--- src/rtl/sample_cal_pkg.sv ---
// Shared constants and types for the sample calibration block.
package sample_cal_pkg;

  localparam int unsigned W          = 16;
  localparam int unsigned GAIN_FRAC  = 14;
  localparam int unsigned N_CH       = 4;
  // Width of the 17-bit difference times the 16-bit gain.
  localparam int unsigned PW         = 2 * W + 1;

  localparam logic [W-1:0] GAIN_UNITY = 16'h4000;

  // cal_addr layout: bit 2 selects gain (1) or offset (0), bits 1:0 select the channel.
  localparam int unsigned ADDR_SEL_BIT = 2;
  localparam int unsigned ADDR_CH_MSB  = 1;
  localparam int unsigned ADDR_CH_LSB  = 0;

  typedef enum logic [1:0] {
    StIdle = 2'd0,
    StSub  = 2'd1,
    StMul  = 2'd2,
    StSat  = 2'd3
  } state_t;

endpackage

--- src/rtl/sample_cal_if.sv ---
// Sample, coefficient and status bundle for sample_cal.
// SAMPLE_CAL_CLIP_EN adds the per-channel clip flags.
interface sample_cal_if;
  import sample_cal_pkg::*;

  logic                sample_strobe;
  logic signed [W-1:0] sample_in0;
  logic signed [W-1:0] sample_in1;
  logic signed [W-1:0] sample_in2;
  logic signed [W-1:0] sample_in3;
  logic                cal_we;
  logic [2:0]          cal_addr;
  logic signed [W-1:0] cal_wdata;
  logic signed [W-1:0] sample_out0;
  logic signed [W-1:0] sample_out1;
  logic signed [W-1:0] sample_out2;
  logic signed [W-1:0] sample_out3;
  logic                out_valid;
  logic                busy;
  logic                overrun;
`ifdef SAMPLE_CAL_CLIP_EN
  logic [N_CH-1:0]     clip;
`endif

  modport master (
    output sample_strobe, sample_in0, sample_in1, sample_in2, sample_in3,
    output cal_we, cal_addr, cal_wdata,
    input  sample_out0, sample_out1, sample_out2, sample_out3,
`ifdef SAMPLE_CAL_CLIP_EN
    input  clip,
`endif
    input  out_valid, busy, overrun
  );

  modport slave (
    input  sample_strobe, sample_in0, sample_in1, sample_in2, sample_in3,
    input  cal_we, cal_addr, cal_wdata,
    output sample_out0, sample_out1, sample_out2, sample_out3,
`ifdef SAMPLE_CAL_CLIP_EN
    output clip,
`endif
    output out_valid, busy, overrun
  );

endinterface

--- src/rtl/sample_cal_sat.sv ---
// Arithmetic shift by GAIN_FRAC and clamp of a product to a W-bit signed sample.
// SAMPLE_CAL_CLIP_EN exposes the clamp flag.
module sample_cal_sat
  import sample_cal_pkg::*;
(
  input  logic signed [PW-1:0] prod,
  output logic signed [W-1:0]  sat
`ifdef SAMPLE_CAL_CLIP_EN
  ,
  output logic                 clamped
`endif
);

  logic signed [PW-1:0] shifted;
  logic [PW-W:0]        hi;
  logic                 in_range;

  // Value fits when every bit from the W-bit sign position upward agrees.
  always_comb begin
    shifted  = prod >>> GAIN_FRAC;
    hi       = shifted[PW-1:W-1];
    in_range = (&hi) | (~|hi);
    if (in_range) begin
      sat = shifted[W-1:0];
    end else if (shifted[PW-1]) begin
      sat = {1'b1, {(W-1){1'b0}}};
    end else begin
      sat = {1'b0, {(W-1){1'b1}}};
    end
  end

`ifdef SAMPLE_CAL_CLIP_EN
  assign clamped = ~in_range;
`endif

endmodule

--- src/rtl/sample_cal.sv ---
// Per-channel offset/gain calibration of four ADC samples with one shared multiplier.
// SAMPLE_CAL_CLIP_EN adds a per-channel clip flag output.
module sample_cal
  import sample_cal_pkg::*;
(
  input logic         clk,
  input logic         rst_n,
  sample_cal_if.slave bus
);

  state_t state_q, state_d;
  logic [1:0] ch_q, ch_d;
  logic accept;
  logic last;

  logic signed [W-1:0] sample_in  [N_CH];
  logic signed [W-1:0] in_q       [N_CH];
  logic signed [W-1:0] off_pend_q [N_CH];
  logic signed [W-1:0] gain_pend_q[N_CH];
  logic signed [W-1:0] off_act_q  [N_CH];
  logic signed [W-1:0] gain_act_q [N_CH];
  logic signed [W-1:0] shadow_q   [N_CH-1];
  logic signed [W-1:0] out_q      [N_CH];
  logic signed [W:0]    diff_q;
  logic signed [PW-1:0] prod_q;
  logic signed [W-1:0]  sat_val;
  logic out_valid_q;
  logic overrun_q;

  assign sample_in[0] = bus.sample_in0;
  assign sample_in[1] = bus.sample_in1;
  assign sample_in[2] = bus.sample_in2;
  assign sample_in[3] = bus.sample_in3;

  assign accept = bus.sample_strobe && (state_q == StIdle);
  assign last   = (state_q == StSat) && (ch_q == 2'd3);

`ifdef SAMPLE_CAL_CLIP_EN
  logic                sat_clamped;
  logic [N_CH-2:0]     clip_sh_q;
  logic [N_CH-1:0]     clip_q;

  sample_cal_sat u_sat (
    .prod    (prod_q),
    .sat     (sat_val),
    .clamped (sat_clamped)
  );
`else
  sample_cal_sat u_sat (
    .prod (prod_q),
    .sat  (sat_val)
  );
`endif

  // Pending bank: written whenever cal_we is high.
  always_ff @(posedge clk) begin
    if (!rst_n) begin
      for (int i = 0; i < N_CH; i++) begin
        off_pend_q[i]  <= '0;
        gain_pend_q[i] <= GAIN_UNITY;
      end
    end else if (bus.cal_we) begin
      if (bus.cal_addr[ADDR_SEL_BIT]) begin
        gain_pend_q[bus.cal_addr[ADDR_CH_MSB:ADDR_CH_LSB]] <= bus.cal_wdata;
      end else begin
        off_pend_q[bus.cal_addr[ADDR_CH_MSB:ADDR_CH_LSB]] <= bus.cal_wdata;
      end
    end
  end

  // Active bank: takes the pre-edge pending values when a frame is accepted.
  always_ff @(posedge clk) begin
    if (!rst_n) begin
      for (int i = 0; i < N_CH; i++) begin
        off_act_q[i]  <= '0;
        gain_act_q[i] <= GAIN_UNITY;
      end
    end else if (accept) begin
      for (int i = 0; i < N_CH; i++) begin
        off_act_q[i]  <= off_pend_q[i];
        gain_act_q[i] <= gain_pend_q[i];
      end
    end
  end

  // Next state: SUB/MUL/SAT per channel, back to IDLE after channel 3.
  always_comb begin
    state_d = state_q;
    ch_d    = ch_q;
    unique case (state_q)
      StIdle: begin
        if (bus.sample_strobe) begin
          state_d = StSub;
          ch_d    = 2'd0;
        end
      end
      StSub: state_d = StMul;
      StMul: state_d = StSat;
      StSat: begin
        if (ch_q == 2'd3) begin
          state_d = StIdle;
        end else begin
          state_d = StSub;
          ch_d    = ch_q + 2'd1;
        end
      end
    endcase
  end

  // FSM state and channel counter.
  always_ff @(posedge clk) begin
    if (!rst_n) begin
      state_q <= StIdle;
      ch_q    <= 2'd0;
    end else begin
      state_q <= state_d;
      ch_q    <= ch_d;
    end
  end

  // Datapath: snapshot, subtract, multiply, collect into shadow, publish atomically.
  always_ff @(posedge clk) begin
    if (!rst_n) begin
      for (int i = 0; i < N_CH; i++) begin
        in_q[i]  <= '0;
        out_q[i] <= '0;
      end
      for (int i = 0; i < N_CH - 1; i++) begin
        shadow_q[i] <= '0;
      end
      diff_q      <= '0;
      prod_q      <= '0;
      out_valid_q <= 1'b0;
      overrun_q   <= 1'b0;
    end else begin
      out_valid_q <= last;
      if (bus.sample_strobe && (state_q != StIdle)) begin
        overrun_q <= 1'b1;
      end
      if (accept) begin
        for (int i = 0; i < N_CH; i++) begin
          in_q[i] <= sample_in[i];
        end
      end
      if (state_q == StSub) begin
        diff_q <= (W+1)'(in_q[ch_q]) - (W+1)'(off_act_q[ch_q]);
      end
      if (state_q == StMul) begin
        prod_q <= PW'(diff_q) * PW'(gain_act_q[ch_q]);
      end
      if (state_q == StSat) begin
        for (int i = 0; i < N_CH - 1; i++) begin
          if (ch_q == 2'(i)) begin
            shadow_q[i] <= sat_val;
          end
        end
      end
      if (last) begin
        for (int i = 0; i < N_CH - 1; i++) begin
          out_q[i] <= shadow_q[i];
        end
        out_q[N_CH-1] <= sat_val;
      end
    end
  end

`ifdef SAMPLE_CAL_CLIP_EN
  // Clip flags follow the same shadow/publish path as the samples.
  always_ff @(posedge clk) begin
    if (!rst_n) begin
      clip_sh_q <= '0;
      clip_q    <= '0;
    end else begin
      if (state_q == StSat) begin
        for (int i = 0; i < N_CH - 1; i++) begin
          if (ch_q == 2'(i)) begin
            clip_sh_q[i] <= sat_clamped;
          end
        end
      end
      if (last) begin
        clip_q <= {sat_clamped, clip_sh_q};
      end
    end
  end

  assign bus.clip = clip_q;
`endif

  assign bus.sample_out0 = out_q[0];
  assign bus.sample_out1 = out_q[1];
  assign bus.sample_out2 = out_q[2];
  assign bus.sample_out3 = out_q[3];
  assign bus.out_valid   = out_valid_q;
  assign bus.busy        = (state_q != StIdle);
  assign bus.overrun     = overrun_q;

endmodule
--- src/flat_wrapper.sv ---
// flat-port wrapper written by rule: the top's interface ports become plain ports
module sample_cal_flat import sample_cal_pkg::*;
  (clk, rst_n, bus_sample_strobe, bus_sample_in0, bus_sample_in1, bus_sample_in2, bus_sample_in3, bus_cal_we, bus_cal_addr, bus_cal_wdata, bus_sample_out0, bus_sample_out1, bus_sample_out2, bus_sample_out3, bus_out_valid, bus_busy, bus_overrun);
  sample_cal_if bus_i ();
  input logic clk;
  input logic rst_n;
  input wire logic [$bits(bus_i.sample_strobe)-1:0] bus_sample_strobe;
  input wire logic [$bits(bus_i.sample_in0)-1:0] bus_sample_in0;
  input wire logic [$bits(bus_i.sample_in1)-1:0] bus_sample_in1;
  input wire logic [$bits(bus_i.sample_in2)-1:0] bus_sample_in2;
  input wire logic [$bits(bus_i.sample_in3)-1:0] bus_sample_in3;
  input wire logic [$bits(bus_i.cal_we)-1:0] bus_cal_we;
  input wire logic [$bits(bus_i.cal_addr)-1:0] bus_cal_addr;
  input wire logic [$bits(bus_i.cal_wdata)-1:0] bus_cal_wdata;
  output wire logic [$bits(bus_i.sample_out0)-1:0] bus_sample_out0;
  output wire logic [$bits(bus_i.sample_out1)-1:0] bus_sample_out1;
  output wire logic [$bits(bus_i.sample_out2)-1:0] bus_sample_out2;
  output wire logic [$bits(bus_i.sample_out3)-1:0] bus_sample_out3;
  output wire logic [$bits(bus_i.out_valid)-1:0] bus_out_valid;
  output wire logic [$bits(bus_i.busy)-1:0] bus_busy;
  output wire logic [$bits(bus_i.overrun)-1:0] bus_overrun;
  assign bus_i.sample_strobe = bus_sample_strobe;
  assign bus_i.sample_in0 = bus_sample_in0;
  assign bus_i.sample_in1 = bus_sample_in1;
  assign bus_i.sample_in2 = bus_sample_in2;
  assign bus_i.sample_in3 = bus_sample_in3;
  assign bus_i.cal_we = bus_cal_we;
  assign bus_i.cal_addr = bus_cal_addr;
  assign bus_i.cal_wdata = bus_cal_wdata;
  assign bus_sample_out0 = bus_i.sample_out0;
  assign bus_sample_out1 = bus_i.sample_out1;
  assign bus_sample_out2 = bus_i.sample_out2;
  assign bus_sample_out3 = bus_i.sample_out3;
  assign bus_out_valid = bus_i.out_valid;
  assign bus_busy = bus_i.busy;
  assign bus_overrun = bus_i.overrun;
  sample_cal u_core (.clk(clk), .rst_n(rst_n), .bus(bus_i));
endmodule
--- config.mk ---
export PLATFORM = sky130hd
export DESIGN_NAME = sample_cal_flat
export DESIGN_NICKNAME = d
export VERILOG_FILES = /design/src/rtl/sample_cal_pkg.sv /design/src/rtl/sample_cal_if.sv /design/src/rtl/sample_cal_sat.sv /design/src/rtl/sample_cal.sv /design/src/flat_wrapper.sv
export SDC_FILE = /design/constraint.sdc
export NUM_CORES = 1
export LEC_CHECK = 0
export BUFFER_PORTS_ARGS = -buffer_cell sky130_fd_sc_hd__buf_2
export CORE_ASPECT_RATIO = 1.5
export CORE_MARGIN = 1.5
export CORE_UTILIZATION = 53
export DETAILED_ROUTE_END_ITERATION = 7
export PLACE_DENSITY = 0.83
export SETUP_SLACK_MARGIN = 0.4
export SYNTH_ARGS = -nofsm -noshare
export SYNTH_HDL_FRONTEND = slang
export SYNTH_SLANG_ARGS = --single-unit
--- constraint.sdc ---
create_clock -name clk -period 11.8 [get_ports clk]
set_input_delay 1.18 -clock clk [delete_from_list [all_inputs] [get_ports clk]]
set_output_delay 1.18 -clock clk [all_outputs]
set_load 0.03 [all_outputs]
Word-level counts from Yosys, hierarchy flattened
Memories as Yosys holds them, arrays and structs flattened. A register that Yosys moved wholly into a read port is not among the register bits.
Cells that the tools add are included.
{"block": "word_totals", "register_bits": 56, "n_memories": 7, "in_bits": 87, "ramBits": 432, "wordCells": 123}
{"block": "op_classes", "bitwise_logic": 20, "n_mux": 66, "eq_ne": 8, "mul": 1, "addsub": 2, "reduce_logical": 13}
{"memory": "u_core.gain_act_q", "words": 4, "width": 16, "read_ports": 1, "rd_clocked_by_memory_dff": 1, "wr": 4, "line": "sample_cal.sv:21", "rtl": "logic signed [W-1:0] gain_act_q [N_CH];"}
{"memory": "u_core.gain_pend_q", "words": 4, "width": 16, "read_ports": 4, "rd_clocked_by_memory_dff": 0, "wr": 4, "line": "sample_cal.sv:19", "rtl": "logic signed [W-1:0] gain_pend_q[N_CH];"}
{"memory": "u_core.in_q", "words": 4, "width": 16, "read_ports": 1, "rd_clocked_by_memory_dff": 1, "wr": 4, "line": "sample_cal.sv:17", "rtl": "logic signed [W-1:0] in_q [N_CH];"}
{"memory": "u_core.off_act_q", "words": 4, "width": 16, "read_ports": 1, "rd_clocked_by_memory_dff": 1, "wr": 4, "line": "sample_cal.sv:20", "rtl": "logic signed [W-1:0] off_act_q [N_CH];"}
{"memory": "u_core.off_pend_q", "words": 4, "width": 16, "read_ports": 4, "rd_clocked_by_memory_dff": 0, "wr": 4, "line": "sample_cal.sv:18", "rtl": "logic signed [W-1:0] off_pend_q [N_CH];"}
{"memory": "u_core.out_q", "words": 4, "width": 16, "read_ports": 4, "rd_clocked_by_memory_dff": 0, "wr": 4, "line": "sample_cal.sv:23", "rtl": "logic signed [W-1:0] out_q [N_CH];"}
{"memory": "1 more memories"}
{"op": "$mux 16", "count": 23}
{"op": "$mul 17x16->33", "count": 1}
{"op": "$reduce_or 16->1", "count": 2}
{"op": "$mux 1", "count": 30}
{"op": "$mux 2", "count": 11}
{"op": "$or 1x1->1", "count": 20}
{"op": "$sub 16x16->17", "count": 1}
{"op": "$eq 2x2->1 const B", "count": 4}
{"op": "$pmux 2 s4", "count": 1}
{"op": "$eq 2x1->1 const B", "count": 2}
{"op": "$logic_not 2->1", "count": 2}
{"op": "$ne 2x2->1 const B", "count": 2}
{"op": "$pmux 2 s2", "count": 1}
{"op": "$reduce_and 4->1", "count": 1}
{"op": "$reduce_bool 2->1", "count": 2}
{"op": "$reduce_or 4->1", "count": 1}
{"op": "$logic_and 1x1->1", "count": 3}
{"op": "$reduce_and 3->1", "count": 1}
{"op": "$add 2x1->2 const B", "count": 1}
{"op": "$logic_not 1->1", "count": 1}

Logic depth before layout (Yosys ltp)
Gate-level depths: netlist of the first run.
{"block": "logic_depth", "word_depth": 6, "mapped_depth": 26}

Cells and area by module
A second synthesis of the first run with hierarchy kept.
{"block": "hier_totals", "cells_unflattened": 2515, "area_unflattened_um2": 30693.2}
{"mod": "sample_cal", "cells_per_inst": 2459, "seq_area_each_um2": 14133.6, "area_per_inst_um2": 30319.1, "instances": 1}
{"mod": "sample_cal_sat", "cells_per_inst": 56, "seq_area_each_um2": 0.0, "area_per_inst_um2": 374.1, "instances": 1}

Worst setup path before layout of the first run
No wires, ideal clock.
{"block": "synth_timing", "kind": "reg2reg", "startpoint": "reg with a tool-made name", "endpoint": "reg u_core.prod_q[32]", "setup_ps": 122, "arrival_time_ps": 6970, "stages_incl_launch_ff": 23, "path_buffers": 3, "setup_slack_ps": 4708, "path_cell_list": "dfxtp_1 -> buf_6 -> clkbuf_1 -> mux4_2 -> clkbuf_1 -> nand2_1 -> inv_1 -> fa_1 -> fa_1 -> fa_1 -> fa_1 -> fa_1 -> inv_1 -> fa_1 -> inv_1 -> ha_1 -> a21o_1 -> a21o_1 -> a21oi_1 -> o21bai_1 -> nor3_4 -> a211oi_1 -> o311a_1"}
{"element": "to (signal assigned)", "line": "sample_cal.sv:149", "rtl": "prod_q <= PW'(diff_q) * PW'(gain_act_q[ch_q]);"}
{"element": "to (decl)", "line": "sample_cal.sv:25", "rtl": "logic signed [PW-1:0] prod_q;"}

==> results of run 1 <==
==> worst max-delay path by stage <==
stage | from | to | slack (ps)
after floorplan | flop | u_core.prod_q[32]$_SDFFE_PN0N_ | 4710
after global placement | flop | u_core.prod_q[32]$_SDFFE_PN0N_ | 4700
after detailed placement | flop | u_core.prod_q[31]$_SDFFE_PN0N_ | 4510
after CTS | flop | u_core.prod_q[31]$_SDFFE_PN0N_ | 4410
after global routing | flop | u_core.prod_q[31]$_SDFFE_PN0N_ | 4070
final | flop | u_core.prod_q[31]$_SDFFE_PN0N_ | 4370
==> critical path: cells and delay by family, from the launching register on <==
family	cells	cell delay [ps]
AOI/OAI and AO/OA	7	1410
adders and majority gates	7	3930
buffers and inverters	3	200
DFF	1	580
muxes	1	740
and+or+nand+nor	2	430
==> registers in the layout, indices dropped and copies added, names as in the netlist, named ones only <==
register	cells
u_core.in_q	64
u_core.shadow_q	48
u_core.diff_q	17
u_core.prod_q	19
u_core.bus.overrun	1
u_core.gain_act_q	64
u_core.gain_pend_q	64
u_core.ch_q	2
u_core.out_q	64
u_core.off_act_q	64
u_core.off_pend_q	64
u_core.state_q	2
u_core.bus.out_valid	1
==> layer usage <==
layer	routed length (um)	track usage (%)	vias up	part of all wire, %
met4	3332	12.04	2	5.4
met1	21300	23.07	8738	35
met2	33680	42.39	664	55
met5	9	0	-	0.015
met3	3264	3.307	215	5.3
li1	-	-	7859	-
==> synth_stat cells, drive strengths merged, types with 11 or more instances <==
cell type	instances
ha	106
inv	330
fa	276
or3	11
dfxtp	44
clkbuf	83
and2	489
a21oi	45
edfxtp	432
mux4	47
buf	11
nand3	17
nand2	161
o21ai	26
mux2i	20
nor2	100
nor3	20
xnor2	25
==> cells by family after synthesis <==
family | after synthesis | synth area share [%]
adders and majority gates | 382 | 23.46
AOI/OAI and AO/OA | 122 | 2.707
DFF | 476 | 47.43
muxes | 69 | 4.387
buffers and inverters | 424 | 5.475
and+or+nand+nor | 837 | 15.64
xor gates and xnor gates | 30 | 0.8996
==> final cells by class <==
type | instances | area [um^2] | area share (%)
well taps | 695 | 869.6 | 2.719
repair buffers | 169 | 885.9 | 2.769
multi-input cells | 1440 | 13790 | 43.12
inverters | 330 | 1239 | 3.872
flip-flops and latches | 476 | 13860 | 43.32
clock buffers | 54 | 1137 | 3.556
clock inverters | 23 | 205.2 | 0.6415
==> placed cells by master (no fill, tap or decap), drive strengths merged, types with 2 or more instances in the layout <==
cell	count
and2	489
edfxtp	432
inv	335
fa	276
buf	169
nand2	161
ha	106
nor2	100
clkbuf	54
mux4	47
a21oi	45
dfxtp	44
o21ai	26
xnor2	25
mux2i	20
nor3	20
nand3	17
clkinv	16
or3	11
nand2b	9
a211oi	9
or2	8
a21o	7
nand4	5
xor2	5
o31ai	5
o21bai	4
nor2b	4
o21a	4
and3	4
a31oi	3
nand3b	3
o311ai	3
mux2	2
or4	2
nor3b	2
o2111ai	2
a22oi	2
bufinv	2
==> metrics by stage <==
| step | cells | util, % | hold slack, ps | worst slack [ps] | cell area [um^2] |
|---|---|---|---|---|---|
| 4_1_cts | 3187 | 58.67 | 467.4 | 4414 | 31990 |
| 3_3_place_gp | 3110 | 56.21 | 447.5 | 4703 | 30640 |
| 6_report | 3187 | 58.67 | 471.0 | 4367 | 31990 |
| 3_5_place_dp | 3110 | 56.21 | 458.9 | 4515 | 30640 |
| 5_1_grt | 3187 | 58.67 | 486.7 | 4074 | 31990 |
| 2_1_floorplan | 2340 | - | 425.4 | 4708 | 29210 |
==> power groups by stage <==
stage / combinational [mW] / clock, mW / sequential [mW]
floorplan: 3.94 / 0 / 2.28
global placement: 4.89 / 0 / 2.36
detailed placement: 5.15 / 0 / 2.39
CTS: 5.22 / 1.37 / 2.35
global route: 5.91 / 1.43 / 2.38
finish: 5.21 / 1.35 / 2.36
==> results.ini, run 1 <==
[grt]
grt_pass1_wl_um=97670
grtUsageTotal_pct=22.20
antenna_found_initial=1
grt_max_degree=113
grt.overflow.total=0
grt_pass1_vias=19018

[floorplanning]
die_w_um=194.7
die_h_um=290.5
initial_utilization_pct=53.57
ios=154
core_um2=54520
die_area_um2=56560
fp-row-count=105

[timing]
period_needed_ps=7433
hold_viol=0
max_freq_ghz=0.1345
relSlewSlack_pct=14.29
finalCritPeriodShare_pct=62.99
tns_ps=0
slew_violations=0
tightest_slew_ps=1281
clock_skew_ps=19.34
rsz0062_at_grt=no
setup_viol=0

[power_and_ir_drop]
p_clk_share_pct=15.2
power.switching_mw=3.883
power_density_nw_per_um2=279.0
p_leak_nw=13.65
swShare_pct=43.52
seq_power_share_pct=26.5
intPower_mw=5.040
fin_total_pwr_mw=8.923
power_frac_comb_pct=58.4
vdd_ir_drop_max_mv=0.2052

[clocking]
numCtsBuffers=43
clock_latency_ps=590
postCtsSetupBuffers=0
cts.path.max_buffers=3
cts_sinks=476
holdBufCountCts=0
cts_tree=built
ctsResizeCount=0
root_buffer=clkbuf_16
h-tree-depth=2
clk_pin_slew_worst_paths_ps=60

[synthesis]
ys_ff_latch=476
yosysTopAreaCell=edfxtp_1
synthDominantCellAreaShare_pct=44.41
synth_seq_area_share_pct=47.43
synth_ff_type=edfxtp_1
synthesis.nets=2809
synth_edf_count=432
syn_inst=2340
synth-async-reset-ratio_pct=0
ys_top_cells_by_area=edfxtp_1 44%, fa_1 19%, and2_1 10%
syn-cell-area_um2=29210
ys_types=61
synth_warnings=0
syn_avg_cell_area_um2=12.48

[hold_path]
worst_hold_path.endpoint=u_core.prod_q[27]$_SDFFE_PN0N_
hold_start=u_core.prod_q[27]$_SDFFE_PN0N_
hp-class=reg -> reg
whs_path_depth=2

[critical_path]
critical_path_arrival_ps=7880
start_kind=flop
crit_path_max_incr_delay_ps=930
reg2reg_slack_ps=4370
r2r-end=u_core.prod_q[31]$_SDFFE_PN0N_
crit_fanout=18
required_ps=12250
worstSetupPathType=reg -> reg
worstSetupEndpointType=flop
r2r_cells=20
crit_path_cell_trace=mux4_2, nand2_1, inv_1, fa_1, fa_1, fa_1, fa_1, fa_1, inv_1, fa_1, inv_1, ha_1, a21o_1, a21o_1, a21oi_1, o21bai_1, nor3_4, a211oi_1, o2111ai_1, o311ai_1
critPathMostFrequentCell=fa_1
cpMaxStageDelayCell=fa_1

[drt]
vias=17478
remaining_drc_errors=0
wl_per_cell_um=19.33
routed_via_density=5.484
wl_um=61590
drtPass1Iterations=5
ant_nets=0
drtIter0Drc=999

[placed_design]
gp_congestion=0.9212
io_buffers=153
dp.final_hpwl_um=45640

[final_layout]
areaGrowthSynthToFinish_pct=9.514
n_antenna_cell=0
drive_gt1_share_pct=12.16
fin_nets=2929
num-fill-cells=4050

[run]
max_cap_violations=0

[status]
outcome=finished clean

(Power assumes the default switching activity.)
==> run 2: changes to the inputs <==
==> constraint.sdc (replaced) <==
create_clock -name clk -period 7.2 [get_ports clk]
set_input_delay 0.72 -clock clk [delete_from_list [all_inputs] [get_ports clk]]
set_output_delay 0.72 -clock clk [all_outputs]
set_load 0.03 [all_outputs]
==> run 2 against run 1 <==
Cell count rose by 1.9%; register-to-register slack got worse by 3900 ps; die area did not move; cell area rose by 2.9%; non-clock buffer count rose by 57; largest cell class is now multi-input gates; sequential cell count did not move; global-route usage rose by 0.56 points; worst setup slack got worse by 3900 ps; via count rose by 1.4%; fmax rose by 10%; critical path depth rose by 4; combinational power rose by 85%.
==> results.ini, run 2 (synthesized netlist as in run 1, its figures left out) <==
[grt]
grt_pass1_wl_um=99890  ; +2.3%
grtUsageTotal_pct=22.75  ; +0.56 points
grt.overflow.total=0  ; unchanged
antenna_found_initial=1  ; unchanged
grt_pass1_vias=19391  ; +2.0%
grt_max_degree=144  ; +27%

[drt]
drtIter0Drc=952  ; -4.7%
dr.max_layer_used=met5
wl_um=63380  ; +2.9%
drtPass1Iterations=5  ; unchanged
met2_length_um=35030  ; +4.0%
ant_nets=0  ; unchanged
wl_per_cell_um=19.51  ; +0.97%
met3_length_um=3425  ; +4.9%
routed_via_density=5.454  ; -0.54%
remaining_drc_errors=0  ; unchanged
vias=17716  ; +1.4%
wl_met1_um=21510  ; +0.97%

[floorplanning]
initial_utilization_pct=53.57  ; unchanged
fp-row-count=105  ; unchanged
die_h_um=290.5  ; unchanged
core_um2=54520  ; unchanged
die_area_um2=56560  ; unchanged
ios=154  ; unchanged
die_w_um=194.7  ; unchanged

[timing]
relSlewSlack_pct=12.36  ; -1.9 points
clock_skew_ps=41.05  ; +21.71 ps
setup_slack_ps=444.6  ; -3923 ps
tns_ps=0  ; unchanged
finalCritPeriodShare_pct=93.83  ; +31 points
rsz0062_at_grt=yes
slew_violations=0  ; unchanged
tightest_slew_ps=1310  ; +28.79 ps
hold_viol=0  ; unchanged
max_freq_ghz=0.1480  ; +10%
period_needed_ps=6755  ; -677.4 ps
setup_viol=0  ; unchanged

[power_and_ir_drop]
p_leak_nw=14.03  ; +2.8%
seq_power_share_pct=24.2  ; -2.3 points
p_clk_share_pct=15.0  ; -0.2 points
intPower_mw=8.929  ; +77%
vdd_ir_drop_max_mv=0.4672  ; +130%
power_frac_comb_pct=60.9  ; +2.5 points
power_density_nw_per_um2=480.0  ; +72%
swShare_pct=43.48  ; about the same
power.switching_mw=6.870  ; +77%

[clocking]
cts_tree=built
numCtsBuffers=44  ; +2.3%
cts.path.max_buffers=3  ; unchanged
clock_latency_ps=620  ; +30 ps
clk_pin_slew_worst_paths_ps=70  ; about the same
cts_sinks=476  ; unchanged
h-tree-depth=2  ; unchanged
root_buffer=clkbuf_16

[final_layout]
drive_gt1_share_pct=16.18  ; +4.0 points
fin_nets=2989  ; +2.0%
mostFrequentLayoutCells=479 x and2_1, 432 x edfxtp_1, 325 x inv_1, 269 x fa_1, 157 x nand2_1
n_antenna_cell=0  ; unchanged
areaGrowthSynthToFinish_pct=12.68
mostFrequentLayoutCell=and2_1

[critical_path]
required_ps=7660  ; -4590 ps
critical_path_arrival_ps=7210  ; -670 ps
r2r-end=u_core.prod_q[27]$_SDFFE_PN0N_
start_kind=flop
r2r_cells=24  ; +20%
reg2reg_slack_ps=440  ; -3920 ps
worstSetupPathType=reg -> reg
crit_fanout=8  ; -10
worstSetupEndpointType=flop

[placed_design]
gp_congestion=0.9311  ; +1.1%
dp_worst_setup_slack_ps=141.1  ; -4374 ps
dp.final_hpwl_um=46090  ; +0.98%
io_buffers=153  ; unchanged

[hold_path]
worst_hold_path.endpoint=u_core.in_q[1][14]$_SDFFCE_PN0P_
hold_start=bus_sample_in1[14]
hp-class=in -> reg
whs_path_depth=2  ; unchanged

[run]
max_cap_violations=0  ; unchanged

[status]
outcome=finished clean

-- run 2: routing by layer --
metal | GRT usage (%) | vias up
met5 | 0 | -
li1 | - | 7976
met4 | 11.45 | 2
met3 | 3.888 | 228
met1 | 23.21 | 8836
met2 | 43.96 | 674
-- run 2: power by group through the flow --
stage	clock [mW]	combinational, mW	sequential [mW]
after CTS	2.39	8.75	3.79
after global routing	2.51	10.9	3.84
after floorplan	0	6.46	3.73
after global placement	0	8.14	3.81
final	2.36	9.62	3.82
after detailed placement	0	8.53	3.85
-- run 2: timing repair --
item / 4_1_cts / 5_1_grt
gates cloned: 1 / 1
endpoints found under the setup margin: 9 / 16
hold buffers: 0 / 0
pin swaps: 6 / 27
buffers inserted: 20 / 17
hold endpoints to repair: 0 / 0
gates resized for setup: 10 / 63
-- run 2: critical path, stage by stage (launching register included) --
cell and delay, ps:
dfxtp_4 410, buf_12 140, mux4_2 600, buf_6 180, and2_4 150, fa_1 520, inv_2 50, fa_1 490
fa_2 550, inv_2 40, fa_2 460, fa_1 510, inv_1 60, fa_1 490, inv_2 50, ha_4 290
nand2_4 60, a2111o_1 390, nor2_2 170, o31ai_4 120, a21oi_2 220, o21ai_1 160, and3_1 200, o21ai_1 170
a21oi_1 100
-- run 2: stage by stage --
| step | hold WS [ps] | total power, mW | utilization (%) | area (um^2) | instances |
|---|---|---|---|---|---|
| 2_1_floorplan | 425.4 | 10.19 | - | 29210 | 2340 |
| 3_3_place_gp | 450.7 | 11.95 | 56.48 | 30790 | 3130 |
| 3_5_place_dp | 446.5 | 12.38 | 56.48 | 30790 | 3130 |
| 4_1_cts | 351.3 | 14.94 | 59.65 | 32520 | 3230 |
| 5_1_grt | 366.5 | 17.20 | 60.36 | 32910 | 3248 |
| 6_report | 372.9 | 15.80 | 60.36 | 32910 | 3248 |
-- run 2: layout make-up --
cell class / count / area (um^2)
Tap cell: 695 / 869.6
Clock inverter: 28 / 339.1
Timing Repair Buffer: 226 / 1410
Multi-Input combinational cell: 1442 / 14050
Clock buffer: 51 / 1139
Inverter: 330 / 1239
Sequential cell: 476 / 13860
Fill cell: 3906 / 21610
-- run 2: how the worst max path moves through the flow --
stage | start | to | slack (ps) | cells after the start
5_1_grt | flop | u_core.prod_q[29]$_SDFFE_PN0N_ | 280 | 25
2_1_floorplan | flop | u_core.prod_q[25]$_SDFFE_PN0N_ | 420 | 24
6_report | flop | u_core.prod_q[27]$_SDFFE_PN0N_ | 440 | 24
4_1_cts | flop | u_core.prod_q[24]$_SDFFE_PN0N_ | 410 | 23
3_5_place_dp | flop | u_core.prod_q[31]$_SDFFE_PN0N_ | 140 | 22
3_3_place_gp | flop | u_core.prod_q[24]$_SDFFE_PN0N_ | 270 | 22
==> run 3: changes to the inputs <==
--- a/config.mk
+++ b/config.mk
@@ -10,7 +10,7 @@
 export CORE_MARGIN = 1.5
 export CORE_UTILIZATION = 53
 export DETAILED_ROUTE_END_ITERATION = 7
-export PLACE_DENSITY = 0.83
+export PLACE_DENSITY = 0.81
 export SETUP_SLACK_MARGIN = 0.4
 export SYNTH_ARGS = -nofsm -noshare
 export SYNTH_HDL_FRONTEND = slang
==> run 3 against run 2 <==
Fmax up 1.2%; core utilization increased by 0.26 points; critical path depth up 1; first-iteration DRC count up 22%; combinational power grew 0.4%; sequential share of layout area decreased by 0.18 points; non-clock buffer count rose by 6; sequential power about the same; sequential cell count unchanged; register-to-register slack improved by 80 ps; clock skew rose by 8.9 ps; worst setup slack improved by 80 ps; largest cell class unchanged.
==> results.ini, run 3 (synthesized netlist as in run 1, its figures left out) <==
[clocking]
numCtsBuffers=44  ; unchanged
clk_pin_slew_worst_paths_ps=80  ; about the same
cts_tree=built
cts.path.max_buffers=3  ; unchanged
h-tree-depth=2  ; unchanged
root_buffer=clkbuf_16
clock_latency_ps=620  ; about the same
cts_sinks=476  ; unchanged

[floorplanning]
initial_utilization_pct=53.57  ; unchanged
die_area_um2=56560  ; unchanged
ios=154  ; unchanged
fp-row-count=105  ; unchanged
die_h_um=290.5  ; unchanged
die_w_um=194.7  ; unchanged
core_um2=54520  ; unchanged

[timing]
hold_slack_ps=370.4  ; -2.445 ps
finalCritPeriodShare_pct=92.71  ; -1.1 points
tns_ps=0  ; unchanged
hold_viol=0  ; unchanged
max_freq_ghz=0.1498  ; +1.2%
tightest_slew_ps=1269  ; -40.88 ps
relSlewSlack_pct=15.10  ; +2.7 points
setup_viol=0  ; unchanged
rsz0062_at_grt=yes
slew_violations=0  ; unchanged
clock_skew_ps=49.95  ; +8.895 ps
period_needed_ps=6675  ; -80.29 ps

[grt]
grt_pass1_wl_um=100100  ; +0.21%
grtUsageTotal_pct=22.87  ; +0.11 points
antenna_found_initial=2  ; +1
grt.overflow.total=0  ; unchanged
grt_max_degree=94  ; -35%
grt_pass1_vias=19131  ; -1.3%

[critical_path]
cpLargestDelayFamily=adder cells
start_kind=flop
crit_path_max_incr_delay_ps=640  ; +40 ps
critical_path_arrival_ps=7130  ; -80 ps
crit_buf_inv=7  ; +1
critPathMostFrequentCell=fa_1
crit_fanout=8  ; unchanged
cpMaxStageDelayCell=mux4_2
worstSetupPathType=reg -> reg
required_ps=7650  ; about the same
worstSetupEndpointType=flop

[status]
outcome=finished clean

[placed_design]
dp.final_hpwl_um=46620  ; +1.1%
io_buffers=153  ; unchanged
dpl-instance-area_um2=30810  ; about the same
placedCellCount=3130  ; unchanged
gp_congestion=0.9308  ; about the same

[drt]
routed_via_density=5.454  ; about the same
vias=17753  ; +0.21%
drtPass1Iterations=5  ; unchanged
remaining_drc_errors=0  ; unchanged
drtIter0Drc=1161  ; +22%
ant_nets=0  ; unchanged
wl_um=64080  ; +1.1%
wl_per_cell_um=19.69  ; +0.90%

[final_layout]
areaGrowthSynthToFinish_pct=13.17
num-fill-cells=3902  ; -0.10%
mostFrequentLayoutCells=482 x and2_1, 432 x edfxtp_1, 321 x inv_1, 267 x fa_1, 158 x nand2_1
design_area_um2=33060  ; +0.44%
mostFrequentLayoutCell=and2_1
drive_gt1_share_pct=16.37  ; +0.19 points
n_antenna_cell=0  ; unchanged
fin_nets=2996  ; +0.23%
finalNonFillerCells=3255  ; +0.22%

[power_and_ir_drop]
vdd_ir_drop_max_mv=0.4446  ; -4.8%
power_density_nw_per_um2=480.5  ; about the same
fin_total_pwr_mw=15.88  ; +0.53%
p_leak_nw=14.10  ; +0.48%

[hold_path]
hp-class=in -> reg
hold_start=bus_sample_in2[1]

[run]
max_cap_violations=0  ; unchanged

run 3: path summary, 6_finish.rpt:
kind	endpoint	slack (ps)	cells after the start
min reg2reg	u_core.prod_q[16]$_SDFFE_PN0N_	470	2
min	u_core.in_q[2][1]$_SDFFCE_PN0P_	370	2
max reg2reg	u_core.prod_q[29]$_SDFFE_PN0N_	520	25
max	u_core.prod_q[29]$_SDFFE_PN0N_	520	25
run 3: cell type report:
class | count | area (um^2) | share of cell area, %
well taps | 695 | 869.6 | 2.631
repair buffers | 232 | 1490 | 4.508
flip-flops and latches | 476 | 13860 | 41.93
clock inverters | 25 | 325.3 | 0.9841
multi-input cells | 1443 | 14100 | 42.66
clock buffers | 54 | 1170 | 3.539
inverters | 330 | 1239 | 3.747
run 3: power by group:
part           total (mW)  switching, mW  internal (mW)
sequential           3.83          0.324           3.50
clock                2.40           1.04           1.35
combinational        9.66           5.51           4.15
total                15.9           6.88           9.01
run 3: timing repair:
action	4_1_cts	5_1_grt
endpoints found under the setup margin	10	14
gates resized for setup	6	72
pin swaps	4	33
hold buffers	0	0
buffers inserted	21	22
gates cloned	1	2
run 3: stage by stage:
step,setup slack (ps),util [%]
floorplan,424.9,-
global placement,297.2,56.50
detailed placement,127.9,56.50
CTS,360.9,59.68
global route,256.7,60.63
finish,524.9,60.63
run 3: layer usage:
layer	vias to the layer above	wire (um)	global-route usage (%)	share of wire, %
met1	8836	22070	23.83	34
met2	681	35240	44.37	55
met5	-	9	0	0.014
met3	245	3520	3.830	5.5
li1	7989	-	-	-
met4	2	3245	10.04	5.1
